`src/rtl/noc_output_port.sv`:
```
// Output stage of a router port: round-robin arbitration over the input
// FIFOs, one registered packet per cycle onto the link, credit-based flow
// control toward the downstream router's input FIFO.

package noc_params;
    parameter int PKT_WIDTH = 32;
    typedef logic [PKT_WIDTH-1:0] packet_t;
endpackage

module noc_output_port
    import noc_params::*;
#(
    parameter int NUM_INPUTS = 5,
    parameter int CREDITS    = 16,
    parameter int CRED_WIDTH = $clog2(CREDITS + 1),
    parameter int IDX_WIDTH  = $clog2(NUM_INPUTS)
) (
    input  logic                  clk,
    input  logic                  rst,
    input  logic [NUM_INPUTS-1:0] in_empty,
    input  packet_t               in_data [NUM_INPUTS],
    output logic [NUM_INPUTS-1:0] in_rd_en,
    output logic                  out_valid,
    output packet_t               out_data,
    input  logic                  credit_in,
    output logic [CRED_WIDTH-1:0] credit_count,
    output logic [IDX_WIDTH-1:0]  grant_idx,
    output logic                  credit_err
);

    localparam logic [CRED_WIDTH-1:0] CREDITS_MAX = CRED_WIDTH'(CREDITS);
    localparam logic [IDX_WIDTH:0]    NUM_WIDE    = (IDX_WIDTH + 1)'(NUM_INPUTS);
    localparam logic [IDX_WIDTH-1:0]  LAST_IDX    = IDX_WIDTH'(NUM_INPUTS - 1);

    // State registers and their next-state values
    logic                  out_valid_q, out_valid_d;
    packet_t               out_data_q,  out_data_d;
    logic [CRED_WIDTH-1:0] credit_q,    credit_d;
    logic [IDX_WIDTH-1:0]  grant_idx_q, grant_idx_d;
    logic [IDX_WIDTH-1:0]  rr_ptr_q,    rr_ptr_d;
    logic                  credit_err_q, credit_err_d;

    // Arbitration signals
    logic [NUM_INPUTS-1:0] req;
    logic                  send;
    logic [IDX_WIDTH-1:0]  grant;
    logic                  grant_found;
    logic [IDX_WIDTH:0]    probe;

    assign req  = ~in_empty;
    // A pop needs a requester, a free downstream slot, and no reset in progress.
    assign send = !rst && (credit_q != '0) && (|req);

    // Round-robin search: first requester at or after rr_ptr, wrapping around.
    always_comb begin
        grant       = '0;
        grant_found = 1'b0;
        probe       = '0;
        for (int k = 0; k < NUM_INPUTS; k++) begin
            probe = {1'b0, rr_ptr_q} + (IDX_WIDTH + 1)'(k);
            if (probe >= NUM_WIDE) begin
                probe = probe - NUM_WIDE;
            end
            if (!grant_found && req[probe[IDX_WIDTH-1:0]]) begin
                grant       = probe[IDX_WIDTH-1:0];
                grant_found = 1'b1;
            end
        end
    end

    // One-hot pop strobe; only ever raised on a requesting (non-empty) input.
    generate
        for (genvar gi = 0; gi < NUM_INPUTS; gi++) begin : g_rd_en
            assign in_rd_en[gi] = send && (grant == IDX_WIDTH'(gi));
        end
    endgenerate

    // Link register and arbitration pointer next state.
    always_comb begin
        out_valid_d = send;
        out_data_d  = out_data_q;
        grant_idx_d = grant_idx_q;
        rr_ptr_d    = rr_ptr_q;
        if (send) begin
            out_data_d  = in_data[grant];
            grant_idx_d = grant;
            rr_ptr_d    = (grant == LAST_IDX) ? '0 : grant + IDX_WIDTH'(1);
        end
    end

    // Credit counter: -1 per send, +1 per returned credit, saturating at
    // CREDITS with a sticky error flag when the neighbour over-returns.
    always_comb begin
        credit_d     = credit_q;
        credit_err_d = credit_err_q;
        if (send && !credit_in) begin
            credit_d = credit_q - CRED_WIDTH'(1);
        end else if (!send && credit_in) begin
            if (credit_q == CREDITS_MAX) begin
                credit_err_d = 1'b1;
            end else begin
                credit_d = credit_q + CRED_WIDTH'(1);
            end
        end
    end

    // State update with synchronous reset; reset drops any in-flight packet.
    always_ff @(posedge clk) begin
        if (rst) begin
            out_valid_q  <= 1'b0;
            out_data_q   <= '0;
            credit_q     <= CREDITS_MAX;
            grant_idx_q  <= '0;
            rr_ptr_q     <= '0;
            credit_err_q <= 1'b0;
        end else begin
            out_valid_q  <= out_valid_d;
            out_data_q   <= out_data_d;
            credit_q     <= credit_d;
            grant_idx_q  <= grant_idx_d;
            rr_ptr_q     <= rr_ptr_d;
            credit_err_q <= credit_err_d;
        end
    end

    assign out_valid    = out_valid_q;
    assign out_data     = out_data_q;
    assign credit_count = credit_q;
    assign grant_idx    = grant_idx_q;
    assign credit_err   = credit_err_q;

endmodule

```
`config.mk`:
```
export PLATFORM = sky130hd
export DESIGN_NAME = noc_output_port
export DESIGN_NICKNAME = d
export VERILOG_FILES = /design/src/rtl/noc_output_port.sv
export SDC_FILE = /design/constraint.sdc
export NUM_CORES = 1
export LEC_CHECK = 0
export ABC_CLOCK_PERIOD_IN_PS = 13300
export BUFFER_PORTS_ARGS = -buffer_cell sky130_fd_sc_hd__buf_2
export CAP_MARGIN = 20
export CORE_UTILIZATION = 45
export CTS_CLUSTER_SIZE = 10
export DETAILED_ROUTE_END_ITERATION = 8
export GPL_TIMING_DRIVEN = 0
export PLACE_DENSITY = 0.88
export SKIP_LAST_GASP = 1
export SYNTH_ARGS = -nofsm -noshare
export SYNTH_HDL_FRONTEND = slang
export SYNTH_SLANG_ARGS = --single-unit
```
`constraint.sdc`:
```
create_clock -name clk -period 13.3 [get_ports clk]
set_clock_uncertainty 0.05 [all_clocks]
set_input_delay 3.325 -clock clk [delete_from_list [all_inputs] [get_ports clk]]
set_output_delay 3.325 -clock clk [all_outputs]
set_load 0.02 [all_outputs]
```
==> summary.md, run 1 <==
| Metric | Value |
|---|---|
| Status | complete, but fails checks |
| Failing checks | DRC |
| Total Routed Length | 15.3 mm |
| Initial antenna violation count | 2 |
| Max IR drop VDD | 0.251 mV |
| Full die area | 9560 um^2 |
| Worst slew pin tran | 610 ps |
| Hold_buf cts | 0 |
| Hpwl dp | 12.4 mm |
| Combinational share of power | 78.2% |
| Worst path depth | 15 |
| Gr usage total | 31.3% |
| Worst endpoint required time | 9930 ps |
| Crit path arrival time | 6280 ps |
| Cell mode on critical path | buf_2 |
| CP peak stage delay | 370 ps |
| Met3 usage in global routing | 5.73% |
| FF-to-FF path depth | 17 |
| TritonCTS Buffers | 5 |
| Drt drc | 12 |
| Final setup violation count | 0 |
| Hold WS | 407 ps |
| Clock Latency Late Sink | 300 ps |
| Fillers | 788 |
| Tmin final | 9650 ps |
| Worst hold path cell count | 2 |
| Layout cell share with drive strength beyond 1 | 40.0% |
| Number of synthesized flops with an enable pin | 0 |
| Internal | 802 uW |
| Setup tns final | 0 ps |
| Root buffer cell | clkbuf_8 |
| Core Rows | 34 |
| Initial Utilization | 46.9% |
| CTS Sinks | 45 |
| Power, Total | 1.58 mW |
| Crit Path Max Fanout | 10 |
| Hold Path Class | flip-flop to flip-flop |
| FF-to-FF setup slack | 8510 ps |
| Gr ovfl total | 0 |
| Avg Vias per Cell | 5.91 |
| Commonest non-fill, non-tap cell in the layout | buf_2 |
| Clk slew on worst S/H paths | 80 ps |
| DRT iter0 DRCs | 279 |
| Buffers added on ports | 211 |
| Slew Limit Fails | 0 |
| IO Pins | 215 |
| CP startpoint kind | primary input |
| Commonest cells after routing, fill and taps aside | 218 x buf_2, 60 x mux2i_1, 45 x dfxtp_1 |
| P&R area growth vs syn | 31.9% |
| Max_slew headroom | 59.2% |
| Critical path type | primary input to output port |
| Busiest grt layer | met2 |
| Seq pwr share | 14.8% |
| Post-place instance area | 5320 um^2 |
| Dominant synthesized flop cell | dfxtp_1 |
| Critical Path Slowest Stage Cell | mux2_1 |
| RD Place Congestion | 0.943 |
| Vias in the first global route | 4861 |
| NetSw | 783 uW |
| WP buf/inv | 6 |
| Routed length per instance | 18.8 um |
| CP top delay family | buffers and inverters |
| Sw frac | 49.4% |
| Crit path cell chain | buf_2 -> clkbuf_1 -> mux2_1 -> a22oi_1 -> nand2_1 -> o221a_2 -> o311ai_1 -> a32oi_1 -> buf_4 -> buf_6 -> buf_8 -> nor2b_1 -> ha_1 -> and2_1 -> buf_2 |
| Pin count of the biggest net entering global routing | 15 |
| Syn_nets | 668 |
| Unrepaired setup endpoints after global routing | false |
| Static Leak | 2.57 nW |
| Clock power share | 7.0% |
| PD cells | 291 nW/um^2 |
| Detailed Routing Iterations Pass 1 | 7 |
| Max clock buf depth | 2 |
| Post-synthesis register bit count | 45 |
| Hold Fails Final Rpt | 0 |
| Sequential area share after synthesis | 21.8% |
| Fmax achieved | 0.104 GHz |
| Die W | 97.8 um |
| First-pass GRT wire length | 24.0 mm |
| Design area | 5440 um^2 |
| Antenna Nets Post-Route | 0 |
| Post-route clock period utilization | 72.6% |
| CP endpoint kind | output port |
| Die Ht | 97.8 um |
| TritonCTS clock tree | yes |
| GR Util met1 | 36.4% |
| Net count, final | 886 |
| Max-Cap Viols | 0 |
| Synth async-reset ratio | 0% |
| Post-CTS Setup Bufs | 0 |
| Post-cts sizing count | 0 |
| Post-Synthesis Cells | 484 |
| Placeable core area | 8810 um^2 |
| Syn_area_per_cell | 8.53 um^2 |
| Vias | 4806 |
| GR Layer Usage met2 | 56.4% |
| Mapped Area | 4130 um^2 |
| Synthesis Warnings | 0 |
| Distinct cells, synth | 63 |
| CTS HTree Levels | 2 |
cells by family after synthesis:
group	after synthesis	share of synthesized area, %
buf+inv	58	7.40
fa+ha+maj	16	5.22
xor+xnor	10	2.12
mux	96	24.9
compound gates	136	23.8
simple gates	123	14.7
flops	45	21.8
cell type report:
class                   count  area (um^2)  share of cell area, %
plain buffers              43          249                   4.57
clock inverters             2         37.5                  0.690
inverters                  15         56.3                   1.03
clock buffers               6         82.6                   1.52
diodes                      2         5.00                 0.0920
repair buffers            211         1060                   19.4
well taps                 108          135                   2.48
flip-flops and latches     45          901                   16.6
multi-input cells         381         2920                   53.7
power groups by stage:
stage	Clock, mW	Sequential, mW	Combinational, mW
2_1_floorplan	0	0.296	0.860
3_3_place_gp	0	0.233	1.19
3_5_place_dp	0	0.235	1.22
4_1_cts	0.113	0.233	1.22
5_1_grt	0.119	0.239	1.33
6_report	0.112	0.234	1.24
synthesized netlist by cell type, drive strengths merged (8+ instances only):
cell	number	share of area (%)
dfxtp	45	22
a21oi	17	2.1
inv	15	1.4
mux2i	60	15
o21ai	29	3.6
buf	22	4.1
a32oi	23	4.9
nand3	17	2.1
ha	14	4.2
nor2b	8	1.2
nand2	29	2.6
clkbuf	21	1.9
nor2	32	2.9
o21a	13	2.4
mux2	34	9.3
xnor2	8	1.7
a311oi	12	2.5
path summary, 6_finish.rpt:
path                                   start            to
worst max-delay path             in_empty[3]   in_rd_en[3]
worst max register to register   rr_ptr_q[1]   rr_ptr_q[2]
worst min register to register  grant_idx[1]  grant_idx[1]
worst min-delay path            grant_idx[1]  grant_idx[1]
state kept, by name, indices dropped and copies added, names as in the netlist:
signal	cells
credit_count	5
out_valid	1
rr_ptr_q	3
credit_err	1
out_data	32
grant_idx	3
metal layers:
layer / routed length, um / vias to the layer above
met5: 0 / -
li1: - / 2259
met4: 557 / 0
met1: 5890 / 2224
met3: 1210 / 40
met2: 7660 / 283
per-stage QoR:
| stage | utilization (%) | worst slack, ps | cells |
|---|---|---|---|
| final | 61.8 | 3650 | 813 |
| after global routing | 61.8 | 3470 | 813 |
| after floorplan | - | 4240 | 484 |
| after global placement | 60.4 | 3770 | 803 |
| after detailed placement | 60.4 | 3710 | 803 |
| after CTS | 61.8 | 3690 | 811 |
worst register-to-register path, cell delays in order (launching register included):
cell	delay, ps
dfxtp_1	500
clkbuf_1	350
inv_1	220
ha_1	300
ha_1	350
clkbuf_1	360
nor2_1	80
a211oi_1	330
o22ai_1	150
mux2i_1	160
nand3_1	160
o22ai_2	330
buf_4	250
buf_2	260
nor2b_1	80
ha_1	280
or3_1	370
a21oi_1	140
(Power assumes the default switching activity.)
==> inputs of run 2 (changes only) <==
--- a/config.mk
+++ b/config.mk
@@ -5,14 +5,14 @@
 export SDC_FILE = /design/constraint.sdc
 export NUM_CORES = 1
 export LEC_CHECK = 0
-export ABC_CLOCK_PERIOD_IN_PS = 13300
+export ABC_CLOCK_PERIOD_IN_PS = 8000
 export BUFFER_PORTS_ARGS = -buffer_cell sky130_fd_sc_hd__buf_2
 export CAP_MARGIN = 20
-export CORE_UTILIZATION = 45
+export CORE_UTILIZATION = 42
 export CTS_CLUSTER_SIZE = 10
 export DETAILED_ROUTE_END_ITERATION = 8
 export GPL_TIMING_DRIVEN = 0
-export PLACE_DENSITY = 0.88
+export PLACE_DENSITY = 0.86
 export SKIP_LAST_GASP = 1
 export SYNTH_ARGS = -nofsm -noshare
 export SYNTH_HDL_FRONTEND = slang
==> constraint.sdc (replaced) <==
create_clock -name clk -period 8 [get_ports clk]
set_clock_uncertainty 0.05 [all_clocks]
set_input_delay 2 -clock clk [delete_from_list [all_inputs] [get_ports clk]]
set_output_delay 2 -clock clk [all_outputs]
set_load 0.02 [all_outputs]
==> summary.md, run 2 (same netlist as run 1, synthesis figures left out) <==
| Metric | Value |
|---|---|
| Tmin final | 6990 ps |
| Unrepaired setup endpoints after global routing | false |
| Clk slew on worst S/H paths | 90 ps |
| Vias | 4832 |
| Hold_buf cts | 0 |
| Max clock buf depth | 2 |
| Root buffer cell | clkbuf_8 |
| Hold Path Class | flip-flop to flip-flop |
| Drt drc | 0 |
| Cell mode on critical path | buf_2 |
| Placeable core area | 9370 um^2 |
| TritonCTS Buffers | 5 |
| Buffers added on ports | 211 |
| TritonCTS clock tree | yes |
| Worst hold path cell count | 1 |
| Crit path arrival time | 4940 ps |
| Met3 usage in global routing | 5.76% |
| Critical path type | primary input to output port |
| GR Layer Usage met2 | 53.0% |
| PD cells | 478 nW/um^2 |
| Fillers | 887 |
| CP startpoint kind | primary input |
| Power, Total | 2.60 mW |
| Die Ht | 101 um |
| Die W | 101 um |
| Final setup violation count | 0 |
| IO Pins | 215 |
| First-pass GRT wire length | 23.5 mm |
| CP top delay family | buffers and inverters |
| CP peak stage delay | 370 ps |
| Gr ovfl total | 0 |
| Gr usage total | 29.5% |
| Avg Vias per Cell | 5.80 |
| Post-route clock period utilization | 87.4% |
| Internal | 1.29 mW |
| Antenna Nets Post-Route | 0 |
| CP endpoint kind | output port |
| Critical Path Slowest Stage Cell | mux2_1 |
| Max IR drop VDD | 0.392 mV |
| Status | finished, final reports clean |
| Max_slew headroom | 59.2% |
| Post-cts sizing count | 0 |
| Hold Fails Final Rpt | 0 |
| Hpwl dp | 12.6 mm |
| Detailed Routing Iterations Pass 1 | 4 |
| Commonest non-fill, non-tap cell in the layout | buf_2 |
| Worst endpoint required time | 5950 ps |
| Initial Utilization | 44.0% |
| DRT iter0 DRCs | 227 |
| CTS HTree Levels | 2 |
| Crit Path Max Fanout | 10 |
| Worst path depth | 14 |
| Net count, final | 886 |
| Combinational share of power | 79.1% |
| WP buf/inv | 5 |
| Max-Cap Viols | 0 |
| CTS Sinks | 45 |
| Fmax achieved | 0.143 GHz |
| P&R area growth vs syn | 31.7% |
| RD Place Congestion | 1.01 |
| Busiest grt layer | met2 |
| Sw frac | 50.2% |
| Max reg flops | 32 |
| Clock power share | 5.8% |
| Post-CTS Setup Bufs | 0 |
| Initial antenna violation count | 0 |
| Seq pwr share | 15.0% |
| Static Leak | 2.55 nW |
| FF-to-FF path depth | 17 |
| Routed length per instance | 18.9 um |
| Pin count of the biggest net entering global routing | 16 |
| Worst slew pin tran | 609 ps |
| FF-to-FF setup slack | 3120 ps |
| Setup tns final | 0 ps |
| Slew Limit Fails | 0 |
| GR Util met1 | 33.5% |
| Core Rows | 35 |
| Crit path cell chain | buf_2 -> clkbuf_1 -> mux2_1 -> a211oi_1 -> a41oi_1 -> o211ai_1 -> nand3_1 -> o22ai_2 -> buf_4 -> buf_2 -> nor2b_1 -> ha_1 -> and2_1 -> buf_2 |
| Vias in the first global route | 4871 |
| Clock Latency Late Sink | 310 ps |
| Layout cell share with drive strength beyond 1 | 40.0% |
| Commonest cells after routing, fill and taps aside | 218 x buf_2, 60 x mux2i_1, 45 x dfxtp_1 |
| Full die area | 10200 um^2 |
| Total Routed Length | 15.7 mm |
| NetSw | 1.31 mW |
-- run 2: changes by cell type in the layout (fill, tap and decap cells not counted), sizes merged --
cell,change
diode,-1
clkbuf,-1
clkinv,+1
bufinv,-1
inv,+1
-- run 2: final cells by class --
cell class | count | area, um^2 | area share (%)
Multi-Input combinational cell | 381 | 2920 | 53.7
Timing Repair Buffer | 211 | 1060 | 19.4
Sequential cell | 45 | 901 | 16.6
Buffer | 43 | 249 | 4.58
Tap cell | 129 | 161 | 2.97
Clock buffer | 5 | 68.8 | 1.27
Inverter | 15 | 56.3 | 1.04
Clock inverter | 3 | 21.3 | 0.391
Antenna cell | 1 | 2.50 | 0.0460
-- run 2: per-layer routing --
metal	share of wire, %	routed length (um)	vias to the layer above
li1	-	-	2259
met1	38	6030	2265
met2	51	8050	262
met3	7.3	1140	46
met4	3.2	510	0
met5	0	0	-
-- run 2: final timing paths --
kind,startpoint,to
hold / removal,grant_idx[2],grant_idx[2]
setup reg to reg,rr_ptr_q[1],rr_ptr_q[2]
hold reg to reg,grant_idx[2],grant_idx[2]
setup / recovery,in_empty[3],in_rd_en[3]
-- run 2: per-stage QoR --
step	instance area (um^2)	utilization (%)	setup slack (ps)	std cells	hold WS, ps
floorplan	4130	-	1590	484	471
global route	5430	58.0	783	832	424
global placement	5340	57.0	1070	824	383
CTS	5430	58.0	1050	832	412
detailed placement	5340	57.0	1060	824	384
finish	5440	58.0	1010	833	407
-- run 2: power groups by stage --
stage	clock network, mW	logic (mW)	registers, mW
2_1_floorplan	0	1.43	0.493
3_3_place_gp	0	1.98	0.388
3_5_place_dp	0	2.04	0.390
4_1_cts	0.152	2.04	0.387
5_1_grt	0.163	2.21	0.397
6_report	0.152	2.06	0.390
